File: src/rtl/audio_pkg.sv
// Shared constants and state encoding for the codec serial audio path.
// Latency: none (definitions only).
// Backpressure: not applicable.
package audio_pkg;

  localparam int AUD_DATA_WIDTH = 16;
  localparam int AUD_CLK_DIV    = 6;

  // Control-clock cycles in one stereo frame: 2 channels x bits x BCK period.
  function automatic int aud_frame_cycles(input int data_width, input int clk_div);
    return 2 * data_width * 2 * clk_div;
  endfunction

  localparam int AUD_FRAME_CYCLES = aud_frame_cycles(AUD_DATA_WIDTH, AUD_CLK_DIV);

  typedef enum logic [1:0] {
    ST_IDLE  = 2'd0,
    ST_LEFT  = 2'd1,
    ST_RIGHT = 2'd2
  } aud_state_t;

endpackage

File: src/rtl/audio_bclk_gen.sv
// Bit-clock divider: BCK, falling-edge strobe, frame-end strobe, bit counter.
// Latency: BCK first rises CLK_DIV cycles after i_run goes high; strobes are combinational.
// Backpressure: none; counters free-run while i_run=1 and sit at zero otherwise.
module audio_bclk_gen
  import audio_pkg::*;
#(
  parameter int CLK_DIV    = AUD_CLK_DIV,
  parameter int DATA_WIDTH = AUD_DATA_WIDTH,
  localparam int CW = (CLK_DIV > 1) ? $clog2(CLK_DIV) : 1,
  localparam int BW = $clog2(2 * DATA_WIDTH)
) (
  input  logic          i_clk,
  input  logic          i_rst,
  input  logic          i_run,
  output logic          o_bck,
  output logic          o_fall,
  output logic          o_frame_end,
  output logic [BW-1:0] o_bit_cnt
);

  logic [CW-1:0] r_div_cnt;
  logic          r_bck;
  logic [BW-1:0] r_bit_cnt;
  logic          w_tc;

  assign w_tc        = (r_div_cnt == CW'(CLK_DIV - 1));
  // The edge that drops BCK is the one where DATA is allowed to change.
  assign o_fall      = i_run && w_tc && r_bck;
  assign o_frame_end = o_fall && (r_bit_cnt == BW'(2 * DATA_WIDTH - 1));
  assign o_bck       = r_bck;
  assign o_bit_cnt   = r_bit_cnt;

  // Divide the control clock into BCK and count bits on BCK falling edges.
  always_ff @(posedge i_clk or posedge i_rst) begin
    if (i_rst) begin
      r_div_cnt <= '0;
      r_bck     <= 1'b0;
      r_bit_cnt <= '0;
    end else if (!i_run) begin
      r_div_cnt <= '0;
      r_bck     <= 1'b0;
      r_bit_cnt <= '0;
    end else begin
      if (w_tc) begin
        r_div_cnt <= '0;
        r_bck     <= ~r_bck;
      end else begin
        r_div_cnt <= r_div_cnt + 1'b1;
      end
      if (o_fall) begin
        r_bit_cnt <= o_frame_end ? '0 : r_bit_cnt + 1'b1;
      end
    end
  end

endmodule

File: src/rtl/audio_dac_tx.sv
// Left-justified master-mode DAC serializer with a one-deep sample holding register.
// Latency: sample accepted just before a load reaches DATA one edge after the load decision.
// Backpressure: oREADY low while the holding register is full; an empty register at load mutes the frame.
module audio_dac_tx
  import audio_pkg::*;
#(
  parameter int CLK_DIV    = AUD_CLK_DIV,
  parameter int DATA_WIDTH = AUD_DATA_WIDTH
) (
  input  logic                  iCLK,
  input  logic                  iRST,
  input  logic                  iEN,
  input  logic [DATA_WIDTH-1:0] iL,
  input  logic [DATA_WIDTH-1:0] iR,
  input  logic                  iVALID,
  output logic                  oREADY,
  output logic                  oAUD_BCK,
  output logic                  oAUD_LRCK,
  output logic                  oAUD_DATA,
  output logic                  oFRAME_START,
  output logic                  oUNDERRUN,
  output logic [7:0]            oUNDERRUN_CNT
);

  localparam int SW = 2 * DATA_WIDTH;
  localparam int BW = $clog2(SW);

  aud_state_t      r_state;
  logic [SW-1:0]   r_hold;
  logic [SW-1:0]   r_shift;
  logic            r_full;
  logic            r_ready;
  logic            r_lrck;
  logic            r_data;
  logic            r_frame_start;
  logic            r_underrun;
  logic [7:0]      r_urun_cnt;

  logic            w_bck;
  logic            w_fall;
  logic            w_frame_end;
  logic [BW-1:0]   w_bit_cnt;
  logic            w_run;
  logic            w_load;
  logic            w_accept;
  logic [SW-1:0]   w_payload;

  assign w_run     = (r_state != ST_IDLE);
  // A load happens on leaving IDLE or at the end of a frame, only while enabled.
  assign w_load    = iEN && ((r_state == ST_IDLE) || ((r_state == ST_RIGHT) && w_frame_end));
  assign w_accept  = iVALID && r_ready;
  assign w_payload = r_full ? r_hold : '0;

  audio_bclk_gen #(
    .CLK_DIV    (CLK_DIV),
    .DATA_WIDTH (DATA_WIDTH)
  ) u_bclk (
    .i_clk       (iCLK),
    .i_rst       (iRST),
    .i_run       (w_run),
    .o_bck       (w_bck),
    .o_fall      (w_fall),
    .o_frame_end (w_frame_end),
    .o_bit_cnt   (w_bit_cnt)
  );

  // Holding register; READY re-opens one edge after a load empties it, so an
  // accept can never coincide with a transfer out of a full register.
  always_ff @(posedge iCLK or posedge iRST) begin
    if (iRST) begin
      r_hold  <= '0;
      r_full  <= 1'b0;
      r_ready <= 1'b1;
    end else begin
      r_ready <= ~r_full && !w_accept;
      if (w_accept) begin
        r_full <= 1'b1;
        r_hold <= {iL, iR};
      end else if (w_load) begin
        r_full <= 1'b0;
      end
    end
  end

  // Frame-start and underrun pulses plus the saturating underrun counter.
  always_ff @(posedge iCLK or posedge iRST) begin
    if (iRST) begin
      r_frame_start <= 1'b0;
      r_underrun    <= 1'b0;
      r_urun_cnt    <= '0;
    end else begin
      r_frame_start <= w_load;
      r_underrun    <= w_load && !r_full;
      if (w_load && !r_full && (r_urun_cnt != 8'hFF)) begin
        r_urun_cnt <= r_urun_cnt + 8'd1;
      end
    end
  end

  // Channel state machine driving LRCK and the MSB-first shift register.
  always_ff @(posedge iCLK or posedge iRST) begin
    if (iRST) begin
      r_state <= ST_IDLE;
      r_shift <= '0;
      r_lrck  <= 1'b0;
      r_data  <= 1'b0;
    end else begin
      case (r_state)
        ST_IDLE: begin
          if (w_load) begin
            r_state <= ST_LEFT;
            r_shift <= w_payload;
            r_data  <= w_payload[SW-1];
            r_lrck  <= 1'b1;
          end else begin
            r_shift <= '0;
            r_data  <= 1'b0;
            r_lrck  <= 1'b0;
          end
        end
        ST_LEFT: begin
          if (w_fall) begin
            r_shift <= {r_shift[SW-2:0], 1'b0};
            r_data  <= r_shift[SW-2];
            if (w_bit_cnt == BW'(DATA_WIDTH - 1)) begin
              r_state <= ST_RIGHT;
              r_lrck  <= 1'b0;
            end
          end
        end
        ST_RIGHT: begin
          if (w_frame_end) begin
            if (w_load) begin
              r_state <= ST_LEFT;
              r_shift <= w_payload;
              r_data  <= w_payload[SW-1];
              r_lrck  <= 1'b1;
            end else begin
              r_state <= ST_IDLE;
              r_shift <= '0;
              r_data  <= 1'b0;
              r_lrck  <= 1'b0;
            end
          end else if (w_fall) begin
            r_shift <= {r_shift[SW-2:0], 1'b0};
            r_data  <= r_shift[SW-2];
          end
        end
        default: begin
          r_state <= ST_IDLE;
          r_shift <= '0;
          r_data  <= 1'b0;
          r_lrck  <= 1'b0;
        end
      endcase
    end
  end

  assign oREADY        = r_ready;
  assign oAUD_BCK      = w_bck;
  assign oAUD_LRCK     = r_lrck;
  assign oAUD_DATA     = r_data;
  assign oFRAME_START  = r_frame_start;
  assign oUNDERRUN     = r_underrun;
  assign oUNDERRUN_CNT = r_urun_cnt;

endmodule

File: config.mk
export PLATFORM = sky130hd
export DESIGN_NAME = audio_dac_tx
export DESIGN_NICKNAME = d
export VERILOG_FILES = /design/src/rtl/audio_pkg.sv /design/src/rtl/audio_bclk_gen.sv /design/src/rtl/audio_dac_tx.sv
export SDC_FILE = /design/constraint.sdc
export NUM_CORES = 1
export LEC_CHECK = 0
export ABC_CLOCK_PERIOD_IN_PS = 5700
export BUFFER_PORTS_ARGS = -buffer_cell sky130_fd_sc_hd__buf_2
export CAP_MARGIN = 20
export CORE_ASPECT_RATIO = 0.6
export CORE_MARGIN = 5
export CORE_UTILIZATION = 34
export CTS_CLUSTER_SIZE = 10
export DETAILED_ROUTE_END_ITERATION = 6
export SYNTH_ARGS = -nofsm -noshare
export SYNTH_HDL_FRONTEND = slang
export SYNTH_SLANG_ARGS = --single-unit
File: constraint.sdc
create_clock -name iCLK -period 5.7 [get_ports iCLK]
set_clock_uncertainty 0.1 [all_clocks]
set_input_delay 0.57 -clock iCLK [delete_from_list [all_inputs] [get_ports iCLK]]
set_output_delay 0.57 -clock iCLK [all_outputs]
set_load 0.01 [all_outputs]
==> results.ini <==
[worst_hold_path]
hold_path_class = input pin to flop

[drt]
drt-vias-per-instance = 4.974
firstDrtPassIters = 4
drt_wl_total_um = 7512
routedWlPerCell_um = 15.21
initialDrtViolationCount = 113
drc = 0
ant_nets = 0
vias = 2457

[placement]
dp_hpwl_um = 5106
numPortBuffers = 49
place_congestion = 0.7904
place_area_um2 = 4224

[timing]
period_needed_ns = 2.385
fin_crit_sh_pct = 41.84
tightest_slew_ns = 0.7662
finalMaxSlewViolations = 0
final-hold-violation-count = 0
hold-worst-slack_ns = 0.2934
fmax_mhz = 419.3
tns_ns = 0
relSlewSlack_pct = 48.73
rsz0062_at_grt = no
setup_viol_count_final = 0

[synth]
synth_nets = 332
synth_flop_cell = dfrtp_1
synth_top_area_share_pct = 56.92
yosys.area.top_type = dfrtp_1
synthCells = 292
syn_avg_cell_area_um2 = 13.10
synth_edf_count = 0
synth_seq_area_share_pct = 57.61
async_flop_share_pct = 100.0
synth_area_um2 = 3825
synthDistinctLibCells = 40
synthTopCellsByArea = dfrtp_1 57%, mux2_2 10%, mux2i_1 8.1%
ys_ff_latch = 88
yosys_warnings = 0

[cts]
cts_resized = 0
h-tree-depth = 3
clk_latency_ns = 0.33
clockRootBuffer = clkbuf_16
clk_pin_slew_ns = 0.06
cts_buffers = 9
cts_tree = built
cts.sinks = 88
clockBufferDepth = 2

[worst_setup_path]
arrival_ns = 2.49
crit_top_cell = ha_1
critPathLaunchType = flop
crit_required_ns = 5.81
cp_slowest_stage_delay_ns = 0.42
crit_chain = ha_1 -> and3_1 -> ha_1 -> and3b_1 -> a21oi_4 -> nor2_2 -> buf_4 -> o2bb2ai_1
end_kind = flop
cp_max_fo = 31
critical-path-slowest-cell = dfrtp_1
path_buf_inv = 1
critPathTopFamily = adder cells
worstSetupPathType = flop to flop

[power]
power.leakage_nw = 2.058
peakVddDrop_uv = 269.1
power.density_nw_per_um2 = 467.6

[floorplanning]
start_util_pct = 34.31
die_h_um = 92.16
die_x_um = 146.9
pin_count = 50
die-area_um2 = 13540
core_um2 = 11150
core.rowCount = 30

[layout]
layout_commonest_cell = dfrtp_1
syn_to_final_growth_pct = 19.04
nFillCells = 1051
antennaDiodeCount = 0
register_area_um2 = 2203
layout-drive-gt1-share_pct = 32.29
stdcell_area_um2 = 4553
nets = 385
most-common-layout-cells = 87 x dfrtp_1, 49 x buf_2, 35 x mux2_2
fin_util_pct = 40.84
multi_input_area_um2 = 1523

[grt]
grt_usage_pct = 11.79
grt_pass1_wl_um = 12650
grt_max_degree = 82
antenna_found_initial = 0
grt-ovfl-total = 0
grt_pass1_vias = 2486

[status]
status = complete, no violations

[job]
max_cap_viol_count = 0

==> cells by family (layout without fill, tap and decap cells) <==
kind of cell | Yosys count | in the layout | share of synthesized area (%)
AOI/OAI and AO/OA | 57 | 57 | 11.12
xor gates and xnor gates | 5 | 5 | 1.341
adders and majority gates | 4 | 4 | 1.309
buffers and inverters | 22 | 80 | 2.715
DFF | 88 | 88 | 57.61
muxes | 66 | 66 | 18.42
and+or+nand+nor | 50 | 50 | 7.491
==> through the flow <==
step                      std cells  power (W)  setup WS [ns]
after floorplan                 292   0.001411          2.753
after CTS                       493   0.002160          3.316
after global placement          476   0.001546          3.402
after detailed placement        476   0.001572          3.333
final                           494   0.002129          3.315
after global routing            494   0.002267          3.183
==> worst paths after layout <==
kind	from	endpoint	slack, ns	depth (start not counted)
max in group asynchronous	iRST	oREADY	4.14	5
min in group asynchronous	iRST	r_hold[23]	0.55	3
min	iVALID	oREADY	0.29	2
max	u_bclk.o_bit_cnt[0]	r_shift[16]	3.32	8
max reg2reg	u_bclk.o_bit_cnt[0]	r_shift[16]	3.32	8
min reg2reg	r_hold[10]	r_shift[10]	0.38	1
==> cells in the mapped netlist (all sizes together), types with 3 or more instances <==
library cell,instances
dfrtp,87
mux2,35
mux2i,31
o2bb2ai,31
buf,15
a21oi,14
nand2,10
nor2,10
inv,7
nor3,5
o21ai,5
a31oi,4
ha,4
nand2b,4
nor4,3
xor2,3
==> registers in the layout, summed over array words and instances, names as in the netlist <==
name / flops
oFRAME_START: 1
u_bclk.o_bit_cnt: 5
r_shift: 31
oAUD_LRCK: 1
r_full: 1
oUNDERRUN_CNT: 8
r_state: 2
oREADY: 1
u_bclk.r_div_cnt: 3
u_bclk.o_bck: 1
r_hold: 32
oUNDERRUN: 1
oAUD_DATA: 1
==> area by class of cell <==
| class | instances | area share (%) |
|---|---|---|
| well taps | 144 | 3.957 |
| clock inverters | 4 | 0.9893 |
| multi-input cells | 182 | 33.44 |
| inverters | 7 | 0.6046 |
| clock buffers | 12 | 5.414 |
| flip-flops and latches | 88 | 48.39 |
| repair buffers | 57 | 7.200 |
==> report_power, final <==
| part | switching (W) | total (W) | internal, W |
|---|---|---|---|
| logic | 0.000203 | 0.000474 | 0.000270 |
| clock network | 0.000224 | 0.000573 | 0.000349 |
| registers | 0.000185 | 0.00108 | 0.000897 |
==> repair_timing <==
action / in CTS / in global routing
buffers inserted: 0 / 0
hold buffers: 1 / 0
endpoints found under the hold margin: 7 / 0
==> metal layers <==
layer | GRT usage [%] | part of all wire (%) | vias up
li1 | - | - | 1177
met1 | 17.53 | 53 | 1227
met2 | 15.86 | 42 | 42
met3 | 4.148 | 4.2 | 11
met4 | 3.721 | 1.2 | 0
met5 | 0 | 0 | -
No activity file was read; power rests on OpenSTA's default activity.
